===== src/rtl/cache_miss_fill_controller.sv =====
// cache_miss_fill_controller
// Miss-service sequencer: asks the replacement policy for a victim line,
// writes a dirty victim back to memory, fetches the missing block, fills the
// data array and commits the new tag.
// Optional build macro: MISS_FILL_STATS_EN adds saturating miss/writeback
// counters on stat_miss_o / stat_wb_o.
module cache_miss_fill_controller #(
   parameter  int CACHE_BLOCK_CAPACITY = 128,
   parameter  int BLOCK_WORDS          = 4,
   parameter  int BW_TAG               = 24,
   parameter  int BW_WORD              = 32,
   localparam int BW_LINE              = $clog2(CACHE_BLOCK_CAPACITY),
   localparam int BW_OFF               = $clog2(BLOCK_WORDS)
) (
   input  logic                      clock_i,
   input  logic                      resetn_i,
   // cache controller side
   input  logic                      miss_i,
   input  logic [BW_TAG-1:0]         miss_tag_i,
   output logic                      busy_o,
   output logic                      done_o,
   output logic [BW_LINE-1:0]        line_o,
   // replacement policy side
   output logic                      policy_miss_o,
   input  logic                      policy_done_i,
   input  logic [BW_LINE-1:0]        policy_addr_i,
   // tag RAM
   output logic                      tag_rd_o,
   input  logic                      victim_valid_i,
   input  logic                      victim_dirty_i,
   input  logic [BW_TAG-1:0]         victim_tag_i,
   output logic                      tag_wr_o,
   output logic [BW_TAG-1:0]         tag_o,
   // data array
   output logic [BW_LINE+BW_OFF-1:0] cache_addr_o,
   output logic                      cache_rd_o,
   input  logic [BW_WORD-1:0]        cache_data_i,
   output logic                      cache_wr_o,
   output logic [BW_WORD-1:0]        cache_data_o,
   // memory port
   output logic                      mem_req_o,
   output logic                      mem_rw_o,
   output logic [BW_TAG+BW_OFF-1:0]  mem_addr_o,
   output logic [BW_WORD-1:0]        mem_data_o,
   input  logic                      mem_ready_i,
   input  logic                      mem_valid_i,
   input  logic [BW_WORD-1:0]        mem_data_i
`ifdef MISS_FILL_STATS_EN
   ,
   output logic [31:0]               stat_miss_o,
   output logic [31:0]               stat_wb_o
`endif
);

   localparam logic [BW_OFF-1:0] LAST_WORD = BW_OFF'(BLOCK_WORDS - 1);

   typedef enum logic [3:0] {
      S_IDLE,
      S_POL,
      S_POL_WAIT,
      S_TAG_RD,
      S_TAG_CHK,
      S_WB_RD,
      S_WB_WR,
      S_FETCH,
      S_FILL,
      S_COMMIT,
      S_DONE
   } state_t;

   state_t              state;
   logic [BW_OFF-1:0]   cnt;
   logic [BW_TAG-1:0]   miss_tag_q;
   logic [BW_TAG-1:0]   victim_tag_q;
   logic [BW_WORD-1:0]  wb_data_q;
   logic                wb_first;

   // The data array answers one cycle after cache_rd_o, i.e. in the first
   // WB_WR cycle; that word is forwarded straight through and also held so
   // the write data stays stable for as long as memory stalls.
   assign mem_data_o   = (state == S_WB_WR) ? (wb_first ? cache_data_i : wb_data_q) : '0;

   // Fill writes track mem_valid_i in the same cycle, so they are decoded here.
   assign cache_wr_o   = (state == S_FILL) && mem_valid_i;
   assign cache_data_o = cache_wr_o ? mem_data_i : '0;
   assign cache_addr_o = {line_o, cnt};
   assign tag_o        = miss_tag_q;

   // Miss-service sequencer with registered strobes and memory request.
   always_ff @(posedge clock_i or negedge resetn_i) begin
      if (!resetn_i) begin
         state         <= S_IDLE;
         cnt           <= '0;
         miss_tag_q    <= '0;
         victim_tag_q  <= '0;
         wb_data_q     <= '0;
         wb_first      <= 1'b0;
         busy_o        <= 1'b0;
         done_o        <= 1'b0;
         line_o        <= '0;
         policy_miss_o <= 1'b0;
         tag_rd_o      <= 1'b0;
         tag_wr_o      <= 1'b0;
         cache_rd_o    <= 1'b0;
         mem_req_o     <= 1'b0;
         mem_rw_o      <= 1'b0;
         mem_addr_o    <= '0;
      end else begin
         case (state)
            S_IDLE: begin
               if (miss_i) begin
                  miss_tag_q    <= miss_tag_i;
                  busy_o        <= 1'b1;
                  policy_miss_o <= 1'b1;
                  state         <= S_POL;
               end
            end

            // policy_done_i is deliberately not looked at here: the policy
            // controller cannot have answered a pulse it has only just seen.
            S_POL: begin
               policy_miss_o <= 1'b0;
               state         <= S_POL_WAIT;
            end

            S_POL_WAIT: begin
               if (policy_done_i) begin
                  line_o   <= policy_addr_i;
                  tag_rd_o <= 1'b1;
                  state    <= S_TAG_RD;
               end
            end

            S_TAG_RD: begin
               tag_rd_o <= 1'b0;
               state    <= S_TAG_CHK;
            end

            S_TAG_CHK: begin
               if (victim_valid_i && victim_dirty_i) begin
                  victim_tag_q <= victim_tag_i;
                  cnt          <= '0;
                  cache_rd_o   <= 1'b1;
                  state        <= S_WB_RD;
               end else begin
                  mem_req_o  <= 1'b1;
                  mem_rw_o   <= 1'b0;
                  mem_addr_o <= {miss_tag_q, {BW_OFF{1'b0}}};
                  state      <= S_FETCH;
               end
            end

            S_WB_RD: begin
               cache_rd_o <= 1'b0;
               mem_req_o  <= 1'b1;
               mem_rw_o   <= 1'b1;
               mem_addr_o <= {victim_tag_q, cnt};
               wb_first   <= 1'b1;
               state      <= S_WB_WR;
            end

            S_WB_WR: begin
               if (wb_first) begin
                  wb_first  <= 1'b0;
                  wb_data_q <= cache_data_i;
               end
               if (mem_ready_i) begin
                  if (cnt == LAST_WORD) begin
                     cnt        <= '0;
                     mem_req_o  <= 1'b1;
                     mem_rw_o   <= 1'b0;
                     mem_addr_o <= {miss_tag_q, {BW_OFF{1'b0}}};
                     state      <= S_FETCH;
                  end else begin
                     cnt        <= cnt + BW_OFF'(1);
                     mem_req_o  <= 1'b0;
                     mem_rw_o   <= 1'b0;
                     mem_addr_o <= '0;
                     cache_rd_o <= 1'b1;
                     state      <= S_WB_RD;
                  end
               end
            end

            S_FETCH: begin
               if (mem_ready_i) begin
                  mem_req_o  <= 1'b0;
                  mem_rw_o   <= 1'b0;
                  mem_addr_o <= '0;
                  cnt        <= '0;
                  state      <= S_FILL;
               end
            end

            S_FILL: begin
               if (mem_valid_i) begin
                  if (cnt == LAST_WORD) begin
                     cnt      <= '0;
                     tag_wr_o <= 1'b1;
                     state    <= S_COMMIT;
                  end else begin
                     cnt <= cnt + BW_OFF'(1);
                  end
               end
            end

            S_COMMIT: begin
               tag_wr_o <= 1'b0;
               done_o   <= 1'b1;
               state    <= S_DONE;
            end

            // A miss arriving here is dropped; the cache controller re-issues it.
            S_DONE: begin
               done_o <= 1'b0;
               busy_o <= 1'b0;
               state  <= S_IDLE;
            end

            default: begin
               state <= S_IDLE;
            end
         endcase
      end
   end

`ifdef MISS_FILL_STATS_EN
   function automatic logic [31:0] sat_inc(input logic [31:0] val);
      return (val == 32'hFFFF_FFFF) ? val : val + 32'd1;
   endfunction

   // Saturating event counters: accepted misses and completed block writebacks.
   always_ff @(posedge clock_i or negedge resetn_i) begin
      if (!resetn_i) begin
         stat_miss_o <= '0;
         stat_wb_o   <= '0;
      end else begin
         if ((state == S_IDLE) && miss_i) begin
            stat_miss_o <= sat_inc(stat_miss_o);
         end
         if ((state == S_WB_WR) && mem_ready_i && (cnt == LAST_WORD)) begin
            stat_wb_o <= sat_inc(stat_wb_o);
         end
      end
   end
`endif

endmodule


===== config.mk =====
export PLATFORM = sky130hd
export DESIGN_NAME = cache_miss_fill_controller
export DESIGN_NICKNAME = d
export VERILOG_FILES = /design/src/rtl/cache_miss_fill_controller.sv
export SDC_FILE = /design/constraint.sdc
export NUM_CORES = 1
export LEC_CHECK = 0
export ABC_AREA = 1
export CAP_MARGIN = 20
export CORE_MARGIN = 4
export CORE_UTILIZATION = 35
export CTS_CLUSTER_DIAMETER = 60
export DETAILED_ROUTE_END_ITERATION = 7
export PLACE_DENSITY_LB_ADDON = 0.1
export RECOVER_POWER = 25
export SETUP_SLACK_MARGIN = 0.2
export SKIP_LAST_GASP = 1
export SYNTH_ARGS = -nofsm -noshare
export SYNTH_HDL_FRONTEND = slang
export SYNTH_SLANG_ARGS = --single-unit

===== constraint.sdc =====
create_clock -name clock_i -period 1.47 [get_ports clock_i]
set_input_delay 0.147 -clock clock_i [delete_from_list [all_inputs] [get_ports clock_i]]
set_output_delay 0.147 -clock clock_i [all_outputs]
set_load 0.1 [all_outputs]

==> flow_summary.toml <==
[pwr]
power_frac_seq_pct = 21.6
pwr-share-clk_pct = 12.5
switchingPower_mw = 16.71
p_leak_nw = 6.704
ir_drop_v = 0.001677
swShare_pct = 50.13
powerDensity_nw_per_um2 = 2313
p_total_mw = 33.34
power.share.combinational_pct = 66.0
p_int_mw = 16.62

[timing]
post-route-min-period_ns = 1.938
maxSlewViolCount = 0
worst_pin_slew_ns = 1.068
rsz0062_at_grt = "true"
fin_crit_sh_pct = 131.9
max_freq_mhz = 515.9
setup_ws_ns = -0.4682
fin_skew_ns = 0.01812
slew_headroom_pct = 28.79
setup-tns-final_ns = -53.82
setup_viol = 177
hold_viol_final = 0

[worst_setup_path]
cp.required_ns = 1.32
start_kind = "register"
crit_fanout = 8
end_kind = "output port"
ff2ff_setup_slack_ns = -0.42
r2r_cells = 11
critical_path_arrival_ns = 1.79
endpoint = "cache_data_o[23]"
r2r_end = "mem_addr_o[20]"
path_class = "register to output port"
crit_path_start = "state[1]"
reg2reg_from = "state[3]"

[die]
ios = 266
fp.dieArea_sq_um = 20490
initial_core_util_pct = 35.59
rows = 49
die_y_um = 143.2
chipWidth_um = 143.2
core_area_sq_um = 17960

[finish]
area_growth_pct = 125.5
drive_gt1_share_pct = 48.72
antenna_cells = 0
fill_cells = 1080
layout.nets = 1326

[global_routing]
grt_usage_pct = 24.05
grt_first_pass_wirelength_um = 38210
grt_max_degree = 39
grt_overflow_total = 0
grt_antenna_before_repair = 0
grt_pass1_vias = 6932

[detailed_routing]
vias = 7189
dr.pass1.iters = 7
totalWireLength_um = 27750
viasPerCell = 4.992
dr.first_iter.drc_count = 361
detail-route-antenna-nets = 0
wl_per_cell_um = 19.27
drc = 0

[logic_synthesis]
netlist_area_sq_um = 6394
syn_area_per_cell_sq_um = 7.826
synth-seq-area-share_pct = 50.10
netlist_instances = 817
syn_nets = 945
ys_warn_count = 0
synth_cell_type_count = 25
ys_ff_latch = 128

[cts]
cts_tree = "built"
clk_latency_ns = 0.42
cts.reportedPaths.clkPinSlew_ns = 0.06
cts_sinks = 128
root_buffer = "clkbuf_16"
htree_num_levels = 4
cts_made_buffers = 17
clock_path_buffers = 2

[run]
drv_cap = 0

[placed_design]
finalWeightedCongestion = 0.8782
dp_hpwl_um = 16690
port_buffers = 265

[status]
violations = "setup timing"
outcome = "complete, but fails checks"

[min_path]
min_path_type = "input port to register"
[cell type report]
cell class | instances | area (sq um) | share of cell area, %
Clock buffer | 19 | 442.9 | 3.073
Clock inverter | 13 | 135.1 | 0.9374
Timing Repair inverter | 2 | 27.53 | 0.1910
Timing Repair Buffer | 413 | 6070 | 42.11
Multi-Input combinational cell | 534 | 3810 | 26.43
Tap cell | 229 | 286.5 | 1.988
Inverter | 102 | 404.1 | 2.804
Sequential cell | 128 | 3239 | 22.47
[timing repair]
item | in CTS | in global routing
hold endpoints to repair | 90 | 0
cloned | 14 | 15
buffers inserted | 29 | 22
pin swaps | 13 | 46
hold buffers | 1 | 0
gates resized for setup | 83 | 235
endpoints found under the setup margin | 196 | 205
[cells by family (layout without fill, tap and decap cells)]
kind of cell               count (synthesis)  after routing  share of synthesized area, %
and+or+nand+nor                          395            396                         25.68
DFF                                      128            128                         50.10
adders and majority gates                  1              1                        0.1957
AOI/OAI and AO/OA                        105            105                         8.376
buffers and inverters                    156            549                         10.65
muxes                                     32             32                         5.010
[worst max-delay path: stages (launching register included)]
cell	delay, ns
dfrtp_2	0.46
nor2_4	0.12
nand2_2	0.09
nor2_4	0.14
inv_6	0.09
buf_12	0.16
nor2_4	0.13
buf_12	0.18
[routing by layer]
metal | vias to the layer above | GRT usage [%] | wire, um
li1 | 3353 | - | -
met1 | 3483 | 28.61 | 10190
met2 | 302 | 43.27 | 14670
met3 | 51 | 5.492 | 2113
met4 | 0 | 7.154 | 771
met5 | - | 0 | 0
[Yosys cell counts]
| library cell | n | area, sq um |
|---|---|---|
| nor2_4 | 2 | 22.52 |
| buf_6 | 5 | 56.30 |
| buf_2 | 19 | 95.09 |
| clkinv_1 | 1 | 3.750 |
| nand3b_1 | 2 | 15.01 |
| nand2_1 | 227 | 852.1 |
| ha_1 | 1 | 12.51 |
| a22oi_1 | 2 | 15.01 |
| a21oi_1 | 2 | 10.01 |
| nor2_2 | 8 | 50.05 |
| nand4_1 | 2 | 12.51 |
| clkbuf_1 | 20 | 75.07 |
| a21boi_0 | 1 | 7.510 |
| buf_1 | 1 | 3.750 |
| nor2_1 | 66 | 247.7 |
| o21ai_1 | 5 | 25.02 |
| o21ai_0 | 94 | 470.5 |
| or2_2 | 1 | 6.260 |
| dfrtp_1 | 128 | 3203 |
| inv_1 | 98 | 367.9 |
| inv_2 | 3 | 11.26 |
| nand3_1 | 87 | 435.4 |
| o31ai_1 | 1 | 7.510 |
| mux2i_1 | 32 | 320.3 |
| buf_4 | 9 | 67.56 |
[state kept, by name (all words and copies together) (netlist names)]
name,cells
wb_data_q,32
tag_o,24
busy_o,1
mem_rw_o,1
cnt,2
wb_first,1
cache_rd_o,1
line_o,7
policy_miss_o,1
mem_req_o,1
state,4
tag_wr_o,1
tag_rd_o,1
done_o,1
victim_tag_q,24
mem_addr_o,26
[power by group through the flow]
stage	clock network [mW]	logic (mW)	registers, mW
6_report	4.15	22.0	7.19
5_1_grt	4.35	22.9	7.39
4_1_cts	4.22	19.8	6.87
3_5_place_dp	0	18.1	6.90
3_3_place_gp	0	17.9	6.85
2_1_floorplan	0	6.33	11.7
[layout by cell type (no fill, tap or decap), types with 33 or more instances in the layout]
cell / n
dfrtp_1: 103
nand3_2: 33
clkdlybuf4s50_1: 125
buf_12: 160
nand2_2: 53
buf_4: 60
o21ai_1: 41
inv_1: 96
nand3_1: 49
nor2_4: 74
nand2_1: 147
o21ai_2: 34
[worst min path at each step]
stage | startpoint | to | slack, ns | depth (start not counted)
finish | miss_tag_i[15] | tag_o[15] | 0.26 | 3
global placement | resetn_i | victim_tag_q[13] | 0.08 | 1
global route | miss_tag_i[15] | tag_o[15] | 0.26 | 3
CTS | resetn_i | victim_tag_q[13] | 0.21 | 2
floorplan | resetn_i | busy_o | -0.15 | 0
detailed placement | resetn_i | victim_tag_q[13] | 0.08 | 1
[stage by stage]
stage / hold WS (ns) / cells / setup WS [ns] / utilization (%) / cell area (sq um)
2_1_floorplan: -0.1486 / 817 / -0.8113 / - / 7259
3_3_place_gp: 0.08453 / 1328 / -0.1089 / 65.84 / 11830
3_5_place_dp: 0.08133 / 1328 / -0.1554 / 65.84 / 11830
4_1_cts: 0.2057 / 1404 / -0.4649 / 73.78 / 13250
5_1_grt: 0.2563 / 1440 / -0.5217 / 80.25 / 14420
6_report: 0.2559 / 1440 / -0.4682 / 80.25 / 14420
Power figures use the tool's default switching activity.
